### config.mk
export PLATFORM = sky130hd
export DESIGN_NAME = hazard_stall_controller
export DESIGN_NICKNAME = d
export VERILOG_FILES = /design/src/rtl/hazard_stall_controller_pkg.sv /design/src/rtl/hazard_stall_controller_sat_counter.sv /design/src/rtl/hazard_stall_controller.sv
export SDC_FILE = /design/constraint.sdc
export NUM_CORES = 1
export LEC_CHECK = 0
export BUFFER_PORTS_ARGS = -buffer_cell sky130_fd_sc_hd__buf_4
export CAP_MARGIN = 20
export CORE_ASPECT_RATIO = 1.5
export CORE_MARGIN = 3
export CORE_UTILIZATION = 48
export DETAILED_ROUTE_END_ITERATION = 8
export PLACE_DENSITY = 0.76
export SYNTH_ARGS = -nofsm -noshare
export SYNTH_HDL_FRONTEND = slang
export SYNTH_SLANG_ARGS = --single-unit
### constraint.sdc
create_clock -name clk -period 1.97 [get_ports clk]
set_input_delay 0.2955 -clock clk [delete_from_list [all_inputs] [get_ports clk]]
set_output_delay 0.2955 -clock clk [all_outputs]
set_load 0.01 [all_outputs]
### src/rtl/hazard_stall_controller_pkg.sv
// Shared pipeline definitions for the hazard/stall controller.
//   state_t             : controller FSM state encoding
//   REG_ZERO            : hardwired-zero register index (never a hazard source)
//   DEFAULT_MUL_LATENCY : default EX occupancy of a multiply
//   DEFAULT_CNT_W       : default performance counter width
package hazard_stall_controller_pkg;

  typedef enum logic [1:0] {
    INIT     = 2'd0,
    RUN      = 2'd1,
    MUL_BUSY = 2'd2
  } state_t;

  localparam logic [4:0] REG_ZERO = 5'd0;

  localparam int unsigned DEFAULT_MUL_LATENCY = 4;
  localparam int unsigned DEFAULT_CNT_W       = 16;

endpackage

### src/rtl/hazard_stall_controller_sat_counter.sv
// Saturating up-counter used for the performance debug counters.
//   clk   : clock
//   arst  : asynchronous active-high clear
//   inc   : increment request for this edge
//   count : current count, holds at all-ones once reached
module sat_counter #(
  parameter int unsigned W = 16
) (
  input  logic         clk,
  input  logic         arst,
  input  logic         inc,
  output logic [W-1:0] count
);

  always_ff @(posedge clk or posedge arst) begin
    if (arst) begin
      count <= '0;
    end else if (inc && (count != {W{1'b1}})) begin
      count <= count + 1'b1;
    end
  end

endmodule

### src/rtl/hazard_stall_controller.sv
// Hazard / stall controller for a 5-stage pipeline.
// Sequences PC, IF/ID, ID/EX and EX/MEM enables for load-use stalls, multi-cycle
// multiply freezes and taken-branch flushes; keeps saturating stall/flush counters.
//   clk, arst                        : clock, asynchronous active-high reset
//   ID_Rs, ID_Rt, ID_uses_rt         : source operands of the instruction in ID
//   EX_mem_read, EX_Rd               : load-in-EX detection
//   EX_mul_start, EX_branch_taken    : multiply entry / taken branch in EX
//   pc_write, IF_ID_write            : front-end advance enables
//   IF_ID_flush, ID_EX_bubble        : squash controls
//   ID_EX_write, EX_MEM_bubble       : ID/EX enable, NOP into EX/MEM while frozen
//   mul_busy                         : multiply occupying EX
//   stall_cycles, flush_events       : performance counters
module hazard_stall_controller
  import hazard_stall_controller_pkg::*;
#(
  parameter int unsigned MUL_LATENCY = DEFAULT_MUL_LATENCY,
  parameter int unsigned CNT_W       = DEFAULT_CNT_W
) (
  input  logic             clk,
  input  logic             arst,
  input  logic [4:0]       ID_Rs,
  input  logic [4:0]       ID_Rt,
  input  logic             ID_uses_rt,
  input  logic             EX_mem_read,
  input  logic [4:0]       EX_Rd,
  input  logic             EX_mul_start,
  input  logic             EX_branch_taken,
  output logic             pc_write,
  output logic             IF_ID_write,
  output logic             IF_ID_flush,
  output logic             ID_EX_write,
  output logic             ID_EX_bubble,
  output logic             EX_MEM_bubble,
  output logic             mul_busy,
  output logic [CNT_W-1:0] stall_cycles,
  output logic [CNT_W-1:0] flush_events
);

  localparam int unsigned BUSY_W = $clog2(MUL_LATENCY);
  // Entry cycle happens in RUN and the exit edge sees zero, hence the -2.
  localparam logic [BUSY_W-1:0] BUSY_LOAD = BUSY_W'(MUL_LATENCY - 2);

  state_t            state_q, state_d;
  logic [BUSY_W-1:0] busy_cnt_q, busy_cnt_d;
  logic              load_use;
  logic              stall_inc;
  logic              flush_inc;

  assign load_use = EX_mem_read && (EX_Rd != REG_ZERO) &&
                    ((ID_Rs == EX_Rd) || (ID_uses_rt && (ID_Rt == EX_Rd)));

  // State register
  always_ff @(posedge clk or posedge arst) begin
    if (arst) begin
      state_q    <= INIT;
      busy_cnt_q <= '0;
    end else begin
      state_q    <= state_d;
      busy_cnt_q <= busy_cnt_d;
    end
  end

  // Next-state logic
  always_comb begin
    state_d    = state_q;
    busy_cnt_d = busy_cnt_q;
    unique case (state_q)
      INIT: state_d = RUN;
      RUN: begin
        // A taken branch squashes the would-be multiply in EX.
        if (!EX_branch_taken && EX_mul_start) begin
          state_d    = MUL_BUSY;
          busy_cnt_d = BUSY_LOAD;
        end
      end
      MUL_BUSY: begin
        if (busy_cnt_q == '0) begin
          state_d = RUN;
        end else begin
          busy_cnt_d = busy_cnt_q - 1'b1;
        end
      end
      default: begin
        state_d    = INIT;
        busy_cnt_d = '0;
      end
    endcase
  end

  // Output logic
  always_comb begin
    pc_write      = 1'b0;
    IF_ID_write   = 1'b0;
    IF_ID_flush   = 1'b0;
    ID_EX_write   = 1'b0;
    ID_EX_bubble  = 1'b0;
    EX_MEM_bubble = 1'b0;
    mul_busy      = 1'b0;
    unique case (state_q)
      RUN: begin
        if (EX_branch_taken) begin
          pc_write     = 1'b1;
          IF_ID_write  = 1'b1;
          IF_ID_flush  = 1'b1;
          ID_EX_write  = 1'b1;
          ID_EX_bubble = 1'b1;
        end else if (EX_mul_start) begin
          EX_MEM_bubble = 1'b1;
          mul_busy      = 1'b1;
        end else if (load_use) begin
          ID_EX_write  = 1'b1;
          ID_EX_bubble = 1'b1;
        end else begin
          pc_write    = 1'b1;
          IF_ID_write = 1'b1;
          ID_EX_write = 1'b1;
        end
      end
      MUL_BUSY: begin
        EX_MEM_bubble = 1'b1;
        mul_busy      = 1'b1;
      end
      default: ;
    endcase
  end

  assign stall_inc = !pc_write && (state_q != INIT);
  assign flush_inc = (state_q == RUN) && EX_branch_taken;

  sat_counter #(
    .W(CNT_W)
  ) u_stall_cnt (
    .clk  (clk),
    .arst (arst),
    .inc  (stall_inc),
    .count(stall_cycles)
  );

  sat_counter #(
    .W(CNT_W)
  ) u_flush_cnt (
    .clk  (clk),
    .arst (arst),
    .inc  (flush_inc),
    .count(flush_events)
  );

endmodule

==> results of run 1 <==
## Yosys cell counts, types with 2 or more instances
cell / n / area share [%]
xnor2_1: 24 / 11
a21oi_1: 2 / 0.51
nor2_1: 7 / 1.4
and2_1: 2 / 0.64
or4_1: 2 / 0.77
nor2_2: 2 / 0.64
nor2b_1: 6 / 1.9
nor4_1: 7 / 2.3
nor4b_1: 2 / 0.90
nand2_1: 16 / 3.1
inv_1: 7 / 1.4
nand4_1: 5 / 1.6
nand3_1: 14 / 3.6
xor2_1: 16 / 7.2
o21ai_0: 3 / 0.77
and4_1: 2 / 0.90
buf_4: 3 / 1.2
nor3_1: 5 / 1.3
mux2_2: 2 / 1.2
ha_1: 6 / 3.9
and3_1: 2 / 0.64
dfrtp_1: 36 / 46
o21a_1: 2 / 0.77
## critical path, cell delays in order
cell      delay (ns)
buf_4           0.11
or4_1           0.53
o21ai_2         0.15
nor2_1          0.09
a21boi_4        0.19
buf_6           0.14
buf_4           0.11
## power by group through the flow
stage          clock network (uW)  registers (uW)  logic, uW
3_3_place_gp                    0            1090       1420
4_1_cts                       646            1080       1470
2_1_floorplan                   0            1150        764
5_1_grt                       682            1110       1760
6_report                      631            1080       1600
3_5_place_dp                    0            1090       1450
## area by class of cell
class / count / area (sq um) / share of cell area, %
clock buffer: 6 / 72.57 / 2.665
tap: 43 / 53.80 / 1.976
inverter: 7 / 26.28 / 0.9651
timing repair buffer: 81 / 615.6 / 22.61
clock inverter: 2 / 35.03 / 1.287
sequential: 36 / 900.9 / 33.09
multi-input combinational: 141 / 1018 / 37.41
## flip-flops by register name (all words and copies together) (netlist names)
| signal | count |
|---|---|
| state_q | 2 |
| u_stall_cnt.count | 16 |
| busy_cnt_q | 2 |
| u_flush_cnt.count | 16 |
## repair_timing
action,4_1_cts,5_1_grt
setup buffers,0,6
setup endpoints to repair,1,18
gates resized for setup,1,5
cloned,0,1
pin swaps,0,2
## routing by layer
| layer | routed length [microns] | vias to the layer above | global-route usage [%] |
|---|---|---|---|
| li1 | - | 819 | - |
| met1 | 1727 | 801 | 21.89 |
| met2 | 2266 | 59 | 31.28 |
| met3 | 288 | 5 | 4.180 |
| met4 | 77 | 0 | 7.595 |
| met5 | 0 | - | 0 |
## metrics by stage
| stage | area [sq um] | total power [uW] | hold WS, ns | setup WS, ns |
|---|---|---|---|---|
| detailed placement | 2534 | 2544 | 0.4344 | -0.009210 |
| floorplan | 1944 | 1916 | 0.4490 | 0.05713 |
| CTS | 2645 | 3198 | 0.1239 | 0.001726 |
| global placement | 2534 | 2510 | 0.4320 | -0.01030 |
| finish | 2723 | 3317 | 0.1083 | 0.05896 |
| global route | 2723 | 3549 | 0.1560 | -0.01721 |
## logic make-up (layout without fill, tap and decap cells)
family                     Yosys count  count (layout)  synth area share, %
adders and majority gates            6               6                3.861
buffers and inverters               11              96                2.767
AOI/OAI and AO/OA                   14              15                5.856
and+or+nand+nor                     78              78                22.01
DFF                                 36              36                46.33
xor gates and xnor gates            40              40                18.02
muxes                                2               2                1.158
## worst max path at each step
stage	cells after the start	slack, ns	from	endpoint
floorplan	6	0.06	state_q[1]	pc_write
global placement	9	-0.01	EX_Rd[1]	u_stall_cnt.count[3]
detailed placement	9	-0.009	EX_Rd[1]	u_stall_cnt.count[3]
CTS	6	0.002	state_q[1]	pc_write
global route	6	-0.02	state_q[1]	u_flush_cnt.count[13]
finish	7	0.06	EX_Rd[1]	IF_ID_write
==> results.toml, run 1 <==
[sta]
max_freq_mhz = 523.3
worst_pin_slew_ns = 0.4873
relSlewSlack_pct = 67.40
fin_skew_ns = 0.007853
period_share_pct = 97.01
layout_min_cycle_time_ns = 1.911
hold_viol = 0
setup_violations = 0
final_max_slew_viol_count = 0
tns_ns = 0

[critical_path]
start_kind = "input pin"
critical_path.endpoint_type = "output pin"
critPathRequiredTime_ns = 1.67
crit_type = "in -> out"
worstPathArrival_ns = 1.62
regToRegStartpoint = "state_q[1]"
r2r_cells = 8
reg2reg_to = "u_stall_cnt.count[7]"
rrSetupSlack_ns = 0.10
critPathMaxFanout = 6

[die]
fp.dieW_microns = 57.97
core_region_area_sq_um = 3784
die_area_sq_um = 4866
num_rows = 27
io_pins = 60
start_util_pct = 51.39
die_height_microns = 83.95

[yosys]
ys_ff_latch = 36
yosys_warnings = 0
yosysSeqAreaShare_pct = 46.33
synth_nets = 214
syn_inst = 187
synth_flop_cell = "dfrtp_1"
ys_types = 37
netlist_area_sq_um = 1944
syn_avg_cell_area_sq_um = 10.40
synth_edf_count = 0
async_flop_share_pct = 100.0

[layout]
post-route-util_pct = 71.96
fill_cells = 293
synthToLayoutAreaGrowth_pct = 40.03
fin_nets = 299
layout_common_cells = "79 x buf_4, 36 x dfrtp_1, 24 x xnor2_1, 16 x nand2_1, 16 x xor2_1"
drive_gt1_share_pct = 36.63
n_antenna_cell = 0
layoutNonFillerInstCount = 316
layout_commonest_cell = "buf_4"

[power]
swShare_pct = 36.01
p_per_area_nw_per_um2 = 1218
pwr-share-clk_pct = 19.0
p_switching_uw = 1194
seqPwrFrac_pct = 32.6
intPower_uw = 2122
comb_power_share_pct = 48.4
ir_worst_vdd_mv = 0.8928
power_leakage_uw = 0.001223

[routing]
vias = 1684
drc = 0
totalWireLength_microns = 4359
wl_per_cell_microns = 13.79
drt-initial-drc-count = 79
drt_pass1_iterations = 4
ant_nets = 0
vias_per_cell = 5.329

[global_route]
grt_max_degree = 37
grt_use_total_pct = 18.46
antenna_found_initial = 0
grt_pass1_vias = 1622
overflow = 0
grt_pass1_wl_microns = 7065

[clock_network]
clk_pin_slew_worst_paths_ns = 0.07
clock_latency_ns = 0.29
cts_buffer_depth = 2
cts_tree = "yes"
clock_sinks = 36
htree_levels = 2
cts_inserted_buffers = 5
cts-hold-fix-buffers = 0
clockRootBuffer = "clkbuf_8"

[placement]
dp_cells = 301
dp_hpwl_microns = 3217
place.gp.congestion = 0.7977
io_buffers = 59

[flow_run]
drv_cap = 0

[status]
status = "completed"

[worst_hold_path]
hold_class = "in -> async"
Note: power is estimated with default switching activity, not from simulation.
==> inputs of run 2 (changes only) <==
--- a/config.mk
+++ b/config.mk
@@ -12,6 +12,7 @@
 export CORE_UTILIZATION = 48
 export DETAILED_ROUTE_END_ITERATION = 8
 export PLACE_DENSITY = 0.76
+export RECOVER_POWER = 100
 export SYNTH_ARGS = -nofsm -noshare
 export SYNTH_HDL_FRONTEND = slang
 export SYNTH_SLANG_ARGS = --single-unit
==> run 2 against run 1 <==
Effect of this change:
- clock power about the same
- flip-flop and latch count unchanged
- die area unchanged
- highest routed layer unchanged
- final cell count unchanged
- first-iteration DRC count decreased by 3.8%
- final area decreased by 4.9%
- worst setup slack about the same
- sequential power about the same
==> results.toml, run 2 (synthesized netlist as in run 1, its figures left out) <==
[status]
status = "completed"

[die]
io_pins = 60
core_region_area_sq_um = 3784
num_rows = 27
die_area_sq_um = 4866
die_height_microns = 83.95
fp.dieW_microns = 57.97
start_util_pct = 51.39

[clock_network]
cts_inserted_buffers = 5
htree_levels = 2
clockRootBuffer = "clkbuf_8"
clock_sinks = 36
cts_buffer_depth = 2
cts_tree = "yes"
clk_pin_slew_worst_paths_ns = 0.07
clock_latency_ns = 0.29

[routing]
routed.top_layer = "met4"
vias = 1698
dr_wl_met3_microns = 301
route.met2.wl_microns = 2242
drt-initial-drc-count = 76
drt_pass1_iterations = 5
vias_per_cell = 5.373
totalWireLength_microns = 4362
wl_per_cell_microns = 13.80
m1WireLength_microns = 1741
drc = 0
ant_nets = 0

[critical_path]
critPathRequiredTime_ns = 1.67
critPathLaunch = "EX_Rd[1]"
critPathMaxFanout = 6
worstPathArrival_ns = 1.62
reg2reg_to = "u_stall_cnt.count[7]"
cp_cell_sequence = "buf_4, or4_1, o21ai_2, nor2_1, a21boi_4, buf_6, buf_4"
start_kind = "input pin"
regToRegStartpoint = "state_q[1]"
path_buf_inv = 3
rrSetupSlack_ns = 0.10
critical_path.endpoint_type = "output pin"
cpMostUsedCell = "buf_4"
slowest_delay_ns = 0.53
crit_slowest_cell = "or4_1"
crit_family = "simple AND/OR/NAND/NOR gates"
crit_type = "in -> out"
critical_path_depth = 7
crit_path_end = "IF_ID_write"
r2r_cells = 8

[worst_hold_path]
hold_class = "in -> async"

[global_route]
overflow = 0
grt_pass1_wl_microns = 7065
grt_max_degree = 37
grt_pass1_vias = 1622
grt_use_total_pct = 18.46
antenna_found_initial = 0

[layout]
synthToLayoutAreaGrowth_pct = 33.20
layoutNonFillerInstCount = 316
layout_commonest_cell = "buf_4"
n_antenna_cell = 0
final_area_sq_um = 2590
post-route-util_pct = 68.45
layout_common_cells = "44 x buf_4, 36 x dfrtp_1, 34 x clkbuf_1, 24 x xnor2_1"
fin_nets = 299
drive_gt1_share_pct = 24.18
reg_top3 = "u_flush_cnt.count (16), u_stall_cnt.count (16)"

[placement]
io_buffers = 59
place.gp.congestion = 0.7977
place_area_sq_um = 2534
dp_hpwl_microns = 3217
dp_cells = 301

[power]
pwr-share-clk_pct = 19.8
power_leakage_uw = 0.001090
p_per_area_nw_per_um2 = 1235
ir_worst_vdd_mv = 0.8884
p_switching_uw = 1195
swShare_pct = 37.37
seqPwrFrac_pct = 33.7
intPower_uw = 2003
comb_power_share_pct = 46.4

[sta]
final_max_slew_viol_count = 0
max_freq_mhz = 523.2
relSlewSlack_pct = 41.84
holdWs_ns = 0.2680
setup_violations = 0
period_share_pct = 97.03
layout_min_cycle_time_ns = 1.911
hold_viol = 0
fin_skew_ns = 0.008270
tns_ns = 0
worst_pin_slew_ns = 0.8725

[flow_run]
drv_cap = 0
==> run 2: changes by cell type in the layout (fill, tap and decap cells not counted) <==
| cell | before | now |
|---|---|---|
| nand4_2 | 1 | 0 |
| clkbuf_1 | 1 | 34 |
| buf_4 | 79 | 44 |
| nand4_1 | 5 | 6 |
| clkbuf_4 | 0 | 1 |
| clkbuf_2 | 0 | 1 |
==> run 2: per-stage QoR <==
| step | setup slack (ns) | power, uW |
|---|---|---|
| floorplan | 0.05713 | 1916 |
| global placement | -0.01030 | 2510 |
| detailed placement | -0.009210 | 2544 |
| CTS | 0.001726 | 3198 |
| global route | -0.01703 | 3423 |
| finish | 0.05857 | 3198 |
==> run 2: power by group through the flow <==
stage	sequential [uW]	combinational (uW)	clock (uW)
floorplan	1150	764	0
global route	1110	1630	682
detailed placement	1090	1450	0
finish	1080	1480	634
CTS	1080	1470	646
global placement	1090	1420	0
==> run 2: how the worst min path moves through the flow <==
| stage | end | cells past startpoint |
|---|---|---|
| final | u_stall_cnt.count[4] | 3 |
| after global routing | u_stall_cnt.count[4] | 3 |
| after CTS | u_stall_cnt.count[2] | 3 |
| after detailed placement | u_stall_cnt.count[4] | 3 |
| after global placement | u_stall_cnt.count[2] | 3 |
| after floorplan | busy_cnt_q[1] | 2 |
==> run 2: final cells by class <==
type	instances	area (sq um)
multi-input combinational	141	1012
inverter	7	26.28
timing repair buffer	81	489.2
clock buffer	6	72.57
sequential	36	900.9
tap	43	53.80
fill	336	1194
clock inverter	2	35.03
==> run 2: tightest hold or removal path: cells and delay by family <==
kind	cells	cell delay [ns]
buf+inv	3	0.80
==> run 2: per-layer routing <==
layer	GRT usage (%)	vias to the layer above
li1	-	822
met1	21.89	806
met2	31.28	64
met3	4.180	6
met4	7.595	0
met5	0	-
==> run 2: timing repair <==
item                                    CTS  global route
setup buffers                             0             6
endpoints found under the setup margin    1            18
resized for setup                         1             5
hold buffers                              0             0
pin swaps                                 0             2
cloned                                    0             1
==> inputs of run 3 (changes only) <==
--- a/config.mk
+++ b/config.mk
@@ -9,9 +9,9 @@
 export CAP_MARGIN = 20
 export CORE_ASPECT_RATIO = 1.5
 export CORE_MARGIN = 3
-export CORE_UTILIZATION = 48
+export CORE_UTILIZATION = 45
 export DETAILED_ROUTE_END_ITERATION = 8
-export PLACE_DENSITY = 0.76
+export PLACE_DENSITY = 0.72
 export RECOVER_POWER = 100
 export SYNTH_ARGS = -nofsm -noshare
 export SYNTH_HDL_FRONTEND = slang
==> run 3 against run 2 <==
Effect of this change:
- die area grew 6.1%
- combinational power is essentially flat
- largest power group unchanged
- sequential share of layout area shrank 0.18 points
- critical path depth is the same
- count of clock-buffer cells in the layout shrank 1
==> results.toml, run 3 (synthesized netlist as in run 1, its figures left out) <==
[status]
status = "completed"

[critical_path]
critPathMaxFanout = 12
rrSetupSlack_ns = 0.08
start_kind = "input pin"
critPathRequiredTime_ns = 1.67
reg2reg_to = "u_flush_cnt.count[13]"
crit_type = "in -> out"
regToRegStartpoint = "state_q[1]"
critical_path.endpoint_type = "output pin"
critPathLaunch = "EX_Rd[1]"
r2r_cells = 6
worstPathArrival_ns = 1.62

[placement]
place.gp.congestion = 0.8151
io_buffers = 59
dp_hpwl_microns = 3473
dp_cells = 302
place_area_sq_um = 2541

[power]
ir_worst_vdd_mv = 0.9242
power_leakage_uw = 0.001086
p_per_area_nw_per_um2 = 1221

[sta]
tns_ns = 0
layout_min_cycle_time_ns = 1.911
max_freq_mhz = 523.4
setup_violations = 0
relSlewSlack_pct = 42.59
worst_pin_slew_ns = 0.8612
final_max_slew_viol_count = 0
hold_viol = 0
fin_skew_ns = 0.005489
rsz0062_at_grt = "true"
period_share_pct = 96.98

[flow_run]
drv_cap = 0

[die]
die_area_sq_um = 5162
start_util_pct = 47.84
io_pins = 60
fp.dieW_microns = 59.67
die_height_microns = 86.51
core_region_area_sq_um = 4064
num_rows = 28

[clock_network]
cts_buffer_depth = 2
cts_inserted_buffers = 5
clock_latency_ns = 0.29
clock_sinks = 36
clockRootBuffer = "clkbuf_8"
clk_pin_slew_worst_paths_ns = 0.07
htree_levels = 2
cts_tree = "yes"

[global_route]
grt_pass1_wl_microns = 7396
grt_max_degree = 37
overflow = 0
antenna_found_initial = 0
grt_use_total_pct = 18.71
grt_pass1_vias = 1708

[routing]
drc = 0
drt_pass1_iterations = 4
ant_nets = 0
wl_per_cell_microns = 14.49
vias = 1679
drt-initial-drc-count = 47
vias_per_cell = 5.364
totalWireLength_microns = 4535

[layout]
layout_commonest_cell = "buf_4"
layoutNonFillerInstCount = 313
drive_gt1_share_pct = 26.12
final_area_sq_um = 2604
synthToLayoutAreaGrowth_pct = 33.91
fin_nets = 294
layout_common_cells = "42 x buf_4, 36 x dfrtp_1, 32 x clkbuf_1, 24 x xnor2_1"
reg_top3 = "u_flush_cnt.count (16), u_stall_cnt.count (16)"
n_antenna_cell = 0

[worst_hold_path]
hold_class = "in -> async"
[run 3: worst max-delay path, cell delays in order]
cell      delay [ns]
buf_4           0.11
or4_1           0.53
o21ai_2         0.15
nor2_1          0.08
a21boi_4        0.17
buf_12          0.14
buf_4           0.12
[run 3: power by group]
| part | total, uW | switching, uW | internal [uW] |
|---|---|---|---|
| registers | 1080 | 169 | 915 |
| clock network | 645 | 271 | 374 |
| logic | 1450 | 768 | 682 |
| total | 3180 | 1210 | 1970 |
[run 3: layer usage]
| metal | share of wire (%) | global-route usage (%) | up-vias |
|---|---|---|---|
| li1 | - | - | 803 |
| met1 | 38 | 20.38 | 802 |
| met2 | 53 | 33.07 | 66 |
| met3 | 6.9 | 4.471 | 8 |
| met4 | 1.9 | 8.468 | 0 |
| met5 | 0 | 0 | - |
[run 3: how the worst max path moves through the flow]
| stage | to | slack (ns) | depth (start not counted) |
|---|---|---|---|
| 3_5_place_dp | u_stall_cnt.count[1] | -0.02 | 8 |
| 3_3_place_gp | u_stall_cnt.count[1] | 0.02 | 8 |
| 6_report | pc_write | 0.06 | 7 |
| 4_1_cts | pc_write | 0.007 | 6 |
| 2_1_floorplan | pc_write | 0.06 | 6 |
| 5_1_grt | pc_write | -0.03 | 7 |
[run 3: through the flow]
stage               hold WS, ns  util, %  power (uW)  setup WS (ns)
detailed placement       0.4372    62.53        2563       -0.01799
floorplan                0.4490        -        1916        0.05713
CTS                      0.1241    65.58        3223       0.007158
global placement         0.4330    62.53        2511        0.02180
finish                   0.2647    64.07        3179        0.05942
global route             0.3445    64.07        3415       -0.02694
[run 3: timing repair]
item                                    CTS  global route
endpoints found under the setup margin    2            19
cloned                                    0             0
pin swaps                                 0             2
hold buffers                              0             0
buffers inserted                          0             3
gates resized for setup                   3             7
[run 3: layout make-up]
type	count	area, sq um
Inverter	7	26.28
Clock buffer	5	68.82
Timing Repair Buffer	77	467.9
Sequential cell	36	900.9
Tap cell	45	56.30
Fill cell	370	1460
Clock inverter	3	42.54
Multi-Input combinational cell	140	1041
